File: config.mk
export PLATFORM = sky130hd
export DESIGN_NAME = cosim_cmd_sender_flat
export DESIGN_NICKNAME = d
export VERILOG_FILES = /design/src/rtl/cosim_pkg.sv /design/src/rtl/cosim_cmd_sender_if.sv /design/src/rtl/uart_tx_byte.sv /design/src/rtl/cosim_cmd_sender.sv /design/src/flat_wrapper.sv
export SDC_FILE = /design/constraint.sdc
export NUM_CORES = 1
export LEC_CHECK = 0
export ABC_AREA = 1
export CAP_MARGIN = 0
export CORE_ASPECT_RATIO = 1.5
export CORE_MARGIN = 2
export CORE_UTILIZATION = 55
export CTS_CLUSTER_SIZE = 10
export DETAILED_ROUTE_END_ITERATION = 10
export GPL_ROUTABILITY_DRIVEN = 0
export PLACE_DENSITY = 0.85
export SYNTH_ARGS = -nofsm -noshare
export SYNTH_HDL_FRONTEND = slang
export SYNTH_HIERARCHICAL = 1
export SYNTH_SLANG_ARGS = --single-unit
File: constraint.sdc
create_clock -name clk_i -period 2.3 [get_ports clk_i]
set_input_delay 0.69 -clock clk_i [delete_from_list [all_inputs] [get_ports clk_i]]
set_output_delay 0.69 -clock clk_i [all_outputs]
set_load 0.005 [all_outputs]
File: src/rtl/cosim_pkg.sv
// Shared definitions for both ends of the cosim command link:
// opcodes, frame lengths, FSM state encodings and the UART bit-period helper.
package cosim_pkg;

   typedef enum logic [2:0] {
      OP_SET_DEPTH = 3'd1,
      OP_PUSH      = 3'd2,
      OP_START     = 3'd3,
      OP_READ_PMU  = 3'd4
   } cosim_op_e;

   typedef enum logic {
      ST_IDLE,
      ST_SEND
   } frame_state_e;

   typedef enum logic [1:0] {
      SER_IDLE,
      SER_START,
      SER_DATA,
      SER_STOP
   } ser_state_e;

   localparam int MAX_FRAME_LEN = 5;

   // Frame length in bytes; zero marks an illegal opcode.
   function automatic logic [2:0] frame_len(input logic [2:0] op);
      case (op)
         OP_SET_DEPTH: frame_len = 3'd2;
         OP_PUSH:      frame_len = 3'd5;
         OP_START:     frame_len = 3'd1;
         OP_READ_PMU:  frame_len = 3'd3;
         default:      frame_len = 3'd0;
      endcase
   endfunction

   function automatic int uart_div(input int clk_freq, input int baud_rate);
      return clk_freq / baud_rate;
   endfunction

endpackage

File: src/rtl/cosim_cmd_sender_if.sv
// Command request port of the cosim command sender: valid/ready plus all
// command fields. The sequencer drives through master, the sender is slave.
interface cosim_cmd_sender_if #(
   parameter int CORE_COUNT   = 16,
   parameter int AXI_ID_WIDTH = 5
);
   localparam int CORE_W = (CORE_COUNT > 1) ? $clog2(CORE_COUNT) : 1;

   logic                    cmd_valid_i;
   logic                    cmd_ready_o;
   logic [2:0]              cmd_op_i;
   logic [CORE_W-1:0]       cmd_core_i;
   logic [AXI_ID_WIDTH-1:0] cmd_id_i;
   logic                    cmd_write_i;
   logic [7:0]              cmd_axlen_i;
   logic [7:0]              cmd_depth_i;
   logic [4:0]              cmd_pmu_addr_i;

   modport master (
      output cmd_valid_i, cmd_op_i, cmd_core_i, cmd_id_i, cmd_write_i,
             cmd_axlen_i, cmd_depth_i, cmd_pmu_addr_i,
      input  cmd_ready_o
   );

   modport slave (
      input  cmd_valid_i, cmd_op_i, cmd_core_i, cmd_id_i, cmd_write_i,
             cmd_axlen_i, cmd_depth_i, cmd_pmu_addr_i,
      output cmd_ready_o
   );

endinterface

File: src/rtl/uart_tx_byte.sv
// 8N1 byte serializer. A start pulse in IDLE, or in the last cycle of STOP,
// launches a byte; done_o marks the final cycle of the stop bit.
module uart_tx_byte
   import cosim_pkg::*;
#(
   parameter int N = 5208
) (
   input  logic       clk_i,
   input  logic       rst_i,
   input  logic [7:0] byte_i,
   input  logic       start_i,
   output logic       done_o,
   output logic       tx_o
);
   localparam int CW = (N > 1) ? $clog2(N) : 1;
   localparam logic [CW-1:0] CNT_LAST = CW'(N - 1);

   ser_state_e     state_reg, state_next;
   logic [CW-1:0]  cnt_reg, cnt_next;
   logic [2:0]     bit_reg, bit_next;
   logic [7:0]     shift_reg, shift_next;
   logic           tx_reg, tx_next;
   logic           bit_end;

   assign bit_end  = (state_reg != SER_IDLE) && (cnt_reg == CNT_LAST);
   assign cnt_next = ((state_reg == SER_IDLE) || bit_end) ? '0 : cnt_reg + CW'(1);

   always_ff @(posedge clk_i) begin
      if (rst_i) begin
         state_reg <= SER_IDLE;
         cnt_reg   <= '0;
         bit_reg   <= '0;
         shift_reg <= '0;
         tx_reg    <= 1'b1;
      end else begin
         state_reg <= state_next;
         cnt_reg   <= cnt_next;
         bit_reg   <= bit_next;
         shift_reg <= shift_next;
         tx_reg    <= tx_next;
      end
   end

   always_comb begin
      state_next = state_reg;
      bit_next   = bit_reg;
      shift_next = shift_reg;
      case (state_reg)
         SER_IDLE: begin
            if (start_i) begin
               state_next = SER_START;
               shift_next = byte_i;
            end
         end
         SER_START: begin
            if (bit_end) begin
               state_next = SER_DATA;
               bit_next   = 3'd0;
            end
         end
         SER_DATA: begin
            if (bit_end) begin
               shift_next = {1'b0, shift_reg[7:1]};
               bit_next   = bit_reg + 3'd1;
               if (bit_reg == 3'd7) state_next = SER_STOP;
            end
         end
         SER_STOP: begin
            // Chaining straight into the next START keeps bytes gap-free.
            if (bit_end) begin
               if (start_i) begin
                  state_next = SER_START;
                  shift_next = byte_i;
               end else begin
                  state_next = SER_IDLE;
               end
            end
         end
         default: state_next = SER_IDLE;
      endcase
   end

   always_comb begin
      done_o = (state_reg == SER_STOP) && bit_end;
      case (state_next)
         SER_START: tx_next = 1'b0;
         SER_DATA:  tx_next = shift_next[0];
         default:   tx_next = 1'b1;
      endcase
   end

   assign tx_o = tx_reg;

endmodule

File: src/rtl/cosim_cmd_sender.sv
// Host-side cosim command transmitter: latches a command into a frame buffer
// on handshake and streams its bytes through the UART byte serializer.
module cosim_cmd_sender
   import cosim_pkg::*;
#(
   parameter int CORE_COUNT   = 16,
   parameter int AXI_ID_WIDTH = 5,
   parameter int BAUD_RATE    = 9_600,
   parameter int CLK_FREQ     = 50_000_000
) (
   input  logic                clk_i,
   input  logic                rst_i,
   cosim_cmd_sender_if.slave   cmd,
   output logic                tx_o,
   output logic                busy_o,
   output logic                err_o,
   output logic [15:0]         frames_sent_o
);
   localparam int N      = uart_div(CLK_FREQ, BAUD_RATE);
   localparam int CORE_W = (CORE_COUNT > 1) ? $clog2(CORE_COUNT) : 1;

   frame_state_e             state_reg, state_next;
   logic [7:0]               frame_reg [0:MAX_FRAME_LEN-1];
   logic [7:0]               frame_in  [0:MAX_FRAME_LEN-1];
   logic [2:0]               idx_reg, len_reg;
   logic [15:0]              frames_sent_reg;
   logic                     err_reg;
   logic [CORE_W-1:0]        core_v;
   logic [AXI_ID_WIDTH-1:0]  id_v;
   logic [2:0]               op_len;
   logic                     accept, start_frame, ser_start, ser_done;
   logic                     byte_done, issue_next, frame_done;
   logic                     ready_int, busy_int;
   logic [7:0]               ser_byte;

   assign core_v      = cmd.cmd_core_i;
   assign id_v        = cmd.cmd_id_i;
   assign op_len      = frame_len(cmd.cmd_op_i);
   assign accept      = cmd.cmd_valid_i && ready_int;
   assign start_frame = accept && (op_len != 3'd0);
   assign byte_done   = (state_reg == ST_SEND) && ser_done;
   assign issue_next  = byte_done && (idx_reg != len_reg);
   assign frame_done  = byte_done && (idx_reg == len_reg);

   // Byte 0 goes straight from the opcode input so the start bit lands on T+1.
   assign ser_start = start_frame || issue_next;
   assign ser_byte  = start_frame ? {5'd0, cmd.cmd_op_i} : frame_reg[idx_reg];

   always_comb begin
      for (int i = 0; i < MAX_FRAME_LEN; i++) frame_in[i] = 8'h00;
      frame_in[0] = {5'd0, cmd.cmd_op_i};
      case (cmd.cmd_op_i)
         OP_SET_DEPTH: frame_in[1] = cmd.cmd_depth_i;
         OP_PUSH: begin
            frame_in[1] = 8'(core_v);
            frame_in[2] = 8'(id_v);
            frame_in[3] = {7'd0, cmd.cmd_write_i};
            frame_in[4] = cmd.cmd_axlen_i;
         end
         OP_READ_PMU: begin
            frame_in[1] = 8'(core_v);
            frame_in[2] = {3'd0, cmd.cmd_pmu_addr_i};
         end
         default: ;
      endcase
   end

   always_ff @(posedge clk_i) begin
      if (rst_i) begin
         state_reg       <= ST_IDLE;
         idx_reg         <= '0;
         len_reg         <= '0;
         frames_sent_reg <= '0;
         err_reg         <= 1'b0;
         for (int i = 0; i < MAX_FRAME_LEN; i++) frame_reg[i] <= 8'h00;
      end else begin
         state_reg <= state_next;
         err_reg   <= accept && (op_len == 3'd0);
         if (start_frame) begin
            idx_reg <= 3'd1;
            len_reg <= op_len;
            for (int i = 0; i < MAX_FRAME_LEN; i++) frame_reg[i] <= frame_in[i];
         end else if (issue_next) begin
            idx_reg <= idx_reg + 3'd1;
         end
         if (frame_done) frames_sent_reg <= frames_sent_reg + 16'd1;
      end
   end

   always_comb begin
      state_next = state_reg;
      case (state_reg)
         ST_IDLE: if (start_frame) state_next = ST_SEND;
         ST_SEND: if (frame_done)  state_next = ST_IDLE;
         default: state_next = ST_IDLE;
      endcase
   end

   always_comb begin
      ready_int = (state_reg == ST_IDLE);
      busy_int  = (state_reg == ST_SEND);
   end

   assign cmd.cmd_ready_o = ready_int;
   assign busy_o          = busy_int;
   assign err_o           = err_reg;
   assign frames_sent_o   = frames_sent_reg;

   uart_tx_byte #(.N(N)) u_tx (
      .clk_i   (clk_i),
      .rst_i   (rst_i),
      .byte_i  (ser_byte),
      .start_i (ser_start),
      .done_o  (ser_done),
      .tx_o    (tx_o)
   );

endmodule

File: src/flat_wrapper.sv
// flat-port wrapper written by rule: the top's interface ports become plain ports
module cosim_cmd_sender_flat import cosim_pkg::*;
#(
   parameter int CORE_COUNT   = 16,
   parameter int AXI_ID_WIDTH = 5,
   parameter int BAUD_RATE    = 9_600,
   parameter int CLK_FREQ     = 50_000_000
)
  (clk_i, rst_i, tx_o, busy_o, err_o, frames_sent_o, cmd_cmd_valid_i, cmd_cmd_op_i, cmd_cmd_core_i, cmd_cmd_id_i, cmd_cmd_write_i, cmd_cmd_axlen_i, cmd_cmd_depth_i, cmd_cmd_pmu_addr_i, cmd_cmd_ready_o);
  cosim_cmd_sender_if #(.CORE_COUNT(CORE_COUNT), .AXI_ID_WIDTH(AXI_ID_WIDTH)) cmd_i ();
  input  logic clk_i;
  input  logic rst_i;
  output logic tx_o;
  output logic busy_o;
  output logic err_o;
  output logic [15:0] frames_sent_o;
  input wire logic [$bits(cmd_i.cmd_valid_i)-1:0] cmd_cmd_valid_i;
  input wire logic [$bits(cmd_i.cmd_op_i)-1:0] cmd_cmd_op_i;
  input wire logic [$bits(cmd_i.cmd_core_i)-1:0] cmd_cmd_core_i;
  input wire logic [$bits(cmd_i.cmd_id_i)-1:0] cmd_cmd_id_i;
  input wire logic [$bits(cmd_i.cmd_write_i)-1:0] cmd_cmd_write_i;
  input wire logic [$bits(cmd_i.cmd_axlen_i)-1:0] cmd_cmd_axlen_i;
  input wire logic [$bits(cmd_i.cmd_depth_i)-1:0] cmd_cmd_depth_i;
  input wire logic [$bits(cmd_i.cmd_pmu_addr_i)-1:0] cmd_cmd_pmu_addr_i;
  output wire logic [$bits(cmd_i.cmd_ready_o)-1:0] cmd_cmd_ready_o;
  assign cmd_i.cmd_valid_i = cmd_cmd_valid_i;
  assign cmd_i.cmd_op_i = cmd_cmd_op_i;
  assign cmd_i.cmd_core_i = cmd_cmd_core_i;
  assign cmd_i.cmd_id_i = cmd_cmd_id_i;
  assign cmd_i.cmd_write_i = cmd_cmd_write_i;
  assign cmd_i.cmd_axlen_i = cmd_cmd_axlen_i;
  assign cmd_i.cmd_depth_i = cmd_cmd_depth_i;
  assign cmd_i.cmd_pmu_addr_i = cmd_cmd_pmu_addr_i;
  assign cmd_cmd_ready_o = cmd_i.cmd_ready_o;
  cosim_cmd_sender #(.CORE_COUNT(CORE_COUNT), .AXI_ID_WIDTH(AXI_ID_WIDTH), .BAUD_RATE(BAUD_RATE), .CLK_FREQ(CLK_FREQ)) u_core (.clk_i(clk_i), .rst_i(rst_i), .cmd(cmd_i), .tx_o(tx_o), .busy_o(busy_o), .err_o(err_o), .frames_sent_o(frames_sent_o));
endmodule
==> impl_metrics.csv <==
group,metric,value,unit
setup_path,worstPathArrival,2.33,ns
timing,post-route-period-util,90.7,%
timing,skew,0.00555,ns
status,outcome,"completed",
setup_path,slowest_stage,"dfxtp_2",
timing,slew_headroom,68.8,%
route,drtIter0Drc,239,
clock_network,htree_levels,3,
clock_network,cts_buffers,9,
final_layout,num_antenna_cells,0,
route,drc,0,
setup_path,worstSetupStartpointType,"flip-flop",
power_and_ir_drop,power_density,541,nW/um^2
global_route,overflow,0,
final_layout,mostFrequentLayoutCell,"nand2_1",
global_route,grt_pass1_vias,3799,
synthesis,yosysUniqueCellTypes,34,
setup_path,critPathKind,"reg -> reg",
final_layout,drive_gt1_share,12.6,%
global_route,antenna_found_initial,0,
placement,dp_worst_setup_slack,-0.131,ns
route,dr_total_vias,3913,
setup_path,crit_buf_inv,2,
timing,slew_viol_final,0,
final_layout,syn_to_final_growth,25.6,%
route,vias_per_cell,5.27,
synthesis,syn_area,4070,um^2
timing,worst_slew_pin_slew,0.463,ns
route,ant_nets,0,
global_route,grt_first_pass_wirelength,15800,um
route,routed_wl,9310,um
floorplanning,dieArea,8110,um^2
timing,setup_tns,0,ns
placement,port_buffers,56,
floorplanning,die_w,74.2,um
route,firstDrtPassIters,4,
synthesis,syn-num-nets,597,
setup_path,critPathMaxFanout,17,
clock_network,cts_tree,"yes",
setup_path,path_delay_family,"simple AND/OR/NAND/NOR gates",
power_and_ir_drop,max-vdd-ir-drop,0.438,mV
setup_path,required,2.54,ns
setup_path,crit_chain,"ha_4, nand2_2, inv_2, nand2_1, nor2_2, nand2_1, nor2_2, nand2_2, buf_4, nor2_4, nand3_1, nand2_1, nor2_1",
clock_network,insertion_delay,0.35,ns
clock_network,clockRootBuffer,"clkbuf_8",
synthesis,yosys_register_bits,76,
job,cap_violations,0,
hold_path,hold_path_class,"reg -> reg",
floorplanning,core,7180,um^2
setup_path,critical-path-max-stage-delay,0.37,ns
clock_network,clkSlewWorstSetupHoldPaths,0.07,ns
global_route,grtUsageTotal,25.2,%
final_layout,seq_area,1770,um^2
clock_network,clock_sinks,76,
final_layout,layout.cells.non_filler,742,
synthesis,syn_avg_cell_area,7.33,um^2
timing,whs,0.460,ns
power_and_ir_drop,cellLeakagePower,0.00207,uW
final_layout,multi_input_area,1980,um^2
global_route,grt_start_max_net_pins,26,
route,wl_per_cell,12.5,um
setup_path,cpMostUsedCell,"nand2_1",
placement,place_inst,725,
synthesis,synth_area_leaders,"dfxtp_1 25%, edfxtp_1 18%, nand2_1 14%, nor2_1 6.8%, a21oi_1 5.9%",
final_layout,final_cell_mix,"146 x nand2_1, 73 x nor2_1, 57 x inv_1",
synthesis,syn_inst,555,
synthesis,yosysWarnings,6,
final_layout,n_fill_cell,570,
final_layout,nets,679,
setup_path,worstSetupEndpointType,"flip-flop",
final_layout,utilization,71.2,%
synthesis,synth_seq_area_share,43.6,%
timing,max_freq,479,MHz
synthesis,synth_top_area_share,25.1,%
timing,worst_slack,0.214,ns
timing,setup_violations,0,
final_layout,largest_reg_flops,25,
floorplanning,start_util,56.6,%
floorplanning,rows,38,
floorplanning,die_y,109,um
floorplanning,boundaryPins,57,
synthesis,synth_largest_area_cell,"dfxtp_1",
placement,dp.final_hpwl,7070,um
timing,fin_crit,2.09,ns
timing,hold_violations,0,
clock_network,cts.path.max_buffers,2,
==> path summary, 6_finish.rpt <==
kind | slack (ns) | endpoint | cells after the start | startpoint
worst min register to register | 0.46 | u_core/u_tx/cnt_reg[0]$_SDFF_PP0_ | 1 | u_core/u_tx/cnt_reg[0]$_SDFF_PP0_
worst max register to register | 0.21 | u_core/frames_sent_o[8]$_SDFFE_PP0P_ | 13 | u_core/u_tx/cnt_reg[0]$_SDFF_PP0_
worst min-delay path | 0.46 | u_core/u_tx/cnt_reg[0]$_SDFF_PP0_ | 1 | u_core/u_tx/cnt_reg[0]$_SDFF_PP0_
worst max-delay path | 0.21 | u_core/frames_sent_o[8]$_SDFFE_PP0P_ | 13 | u_core/u_tx/cnt_reg[0]$_SDFF_PP0_
==> through the flow <==
step | power [uW] | area [um^2]
final | 2760 | 5110
after global routing | 2870 | 5110
after CTS | 2780 | 5080
after detailed placement | 1810 | 4880
after global placement | 1800 | 4880
after floorplan | 1650 | 4070
==> logic make-up (layout without fill, tap and decap cells) <==
family / count (synthesis) / after routing / synth area share (%)
and+or+nand+nor: 294 / 294 / 31.9
DFF: 76 / 76 / 43.6
buffers and inverters: 79 / 166 / 8.25
AOI/OAI and AO/OA: 91 / 91 / 12.2
xor gates and xnor gates: 10 / 10 / 2.52
adders and majority gates: 5 / 5 / 1.54
==> report_power, final <==
| group | switching (uW) | internal, uW | total, uW | leakage (uW) |
|---|---|---|---|---|
| registers | 28.7 | 1440 | 1470 | 0.000678 |
| clock network | 469 | 510 | 979 | 0.0000997 |
| logic | 164 | 154 | 318 | 0.00129 |
==> synthesized netlist by cell type <==
master	instances
a21oi_1	48
a21oi_2	3
a22oi_1	4
a31oi_1	1
buf_2	1
buf_4	2
buf_6	4
clkbuf_1	4
clkinv_1	1
dfxtp_1	51
edfxtp_1	25
ha_1	5
inv_1	58
inv_2	9
nand2_1	149
nand2_2	2
nand2_4	2
nand3_1	36
nand3_2	3
nand3_4	1
nand4_1	12
nor2_1	74
nor2_2	4
nor2_4	5
nor3_1	4
nor3_2	2
o211a_1	1
o211ai_1	4
o21a_1	2
o21ai_0	26
o21ai_1	2
xnor2_1	2
xnor2_2	2
xor2_1	6
==> what timing repair did <==
item	in CTS	in global routing
resized for setup	0	9
endpoints found under the setup margin	0	18
hold buffers	0	0
setup buffers	0	1
==> area by class of cell <==
cell class	count	area share, %
repair buffers	82	15.3
clock inverters	1	0.0980
multi-input cells	400	38.8
clock buffers	15	3.65
well taps	100	2.45
flip-flops and latches	76	34.7
inverters	68	5.00
==> metal layers <==
metal	track usage (%)	vias up	share of wire, %
li1	-	1968	-
met1	26.4	1794	38
met2	45.2	119	54
met3	3.48	32	3.7
met4	17.1	0	4.6
met5	0	-	0
(Power assumes the default switching activity.)
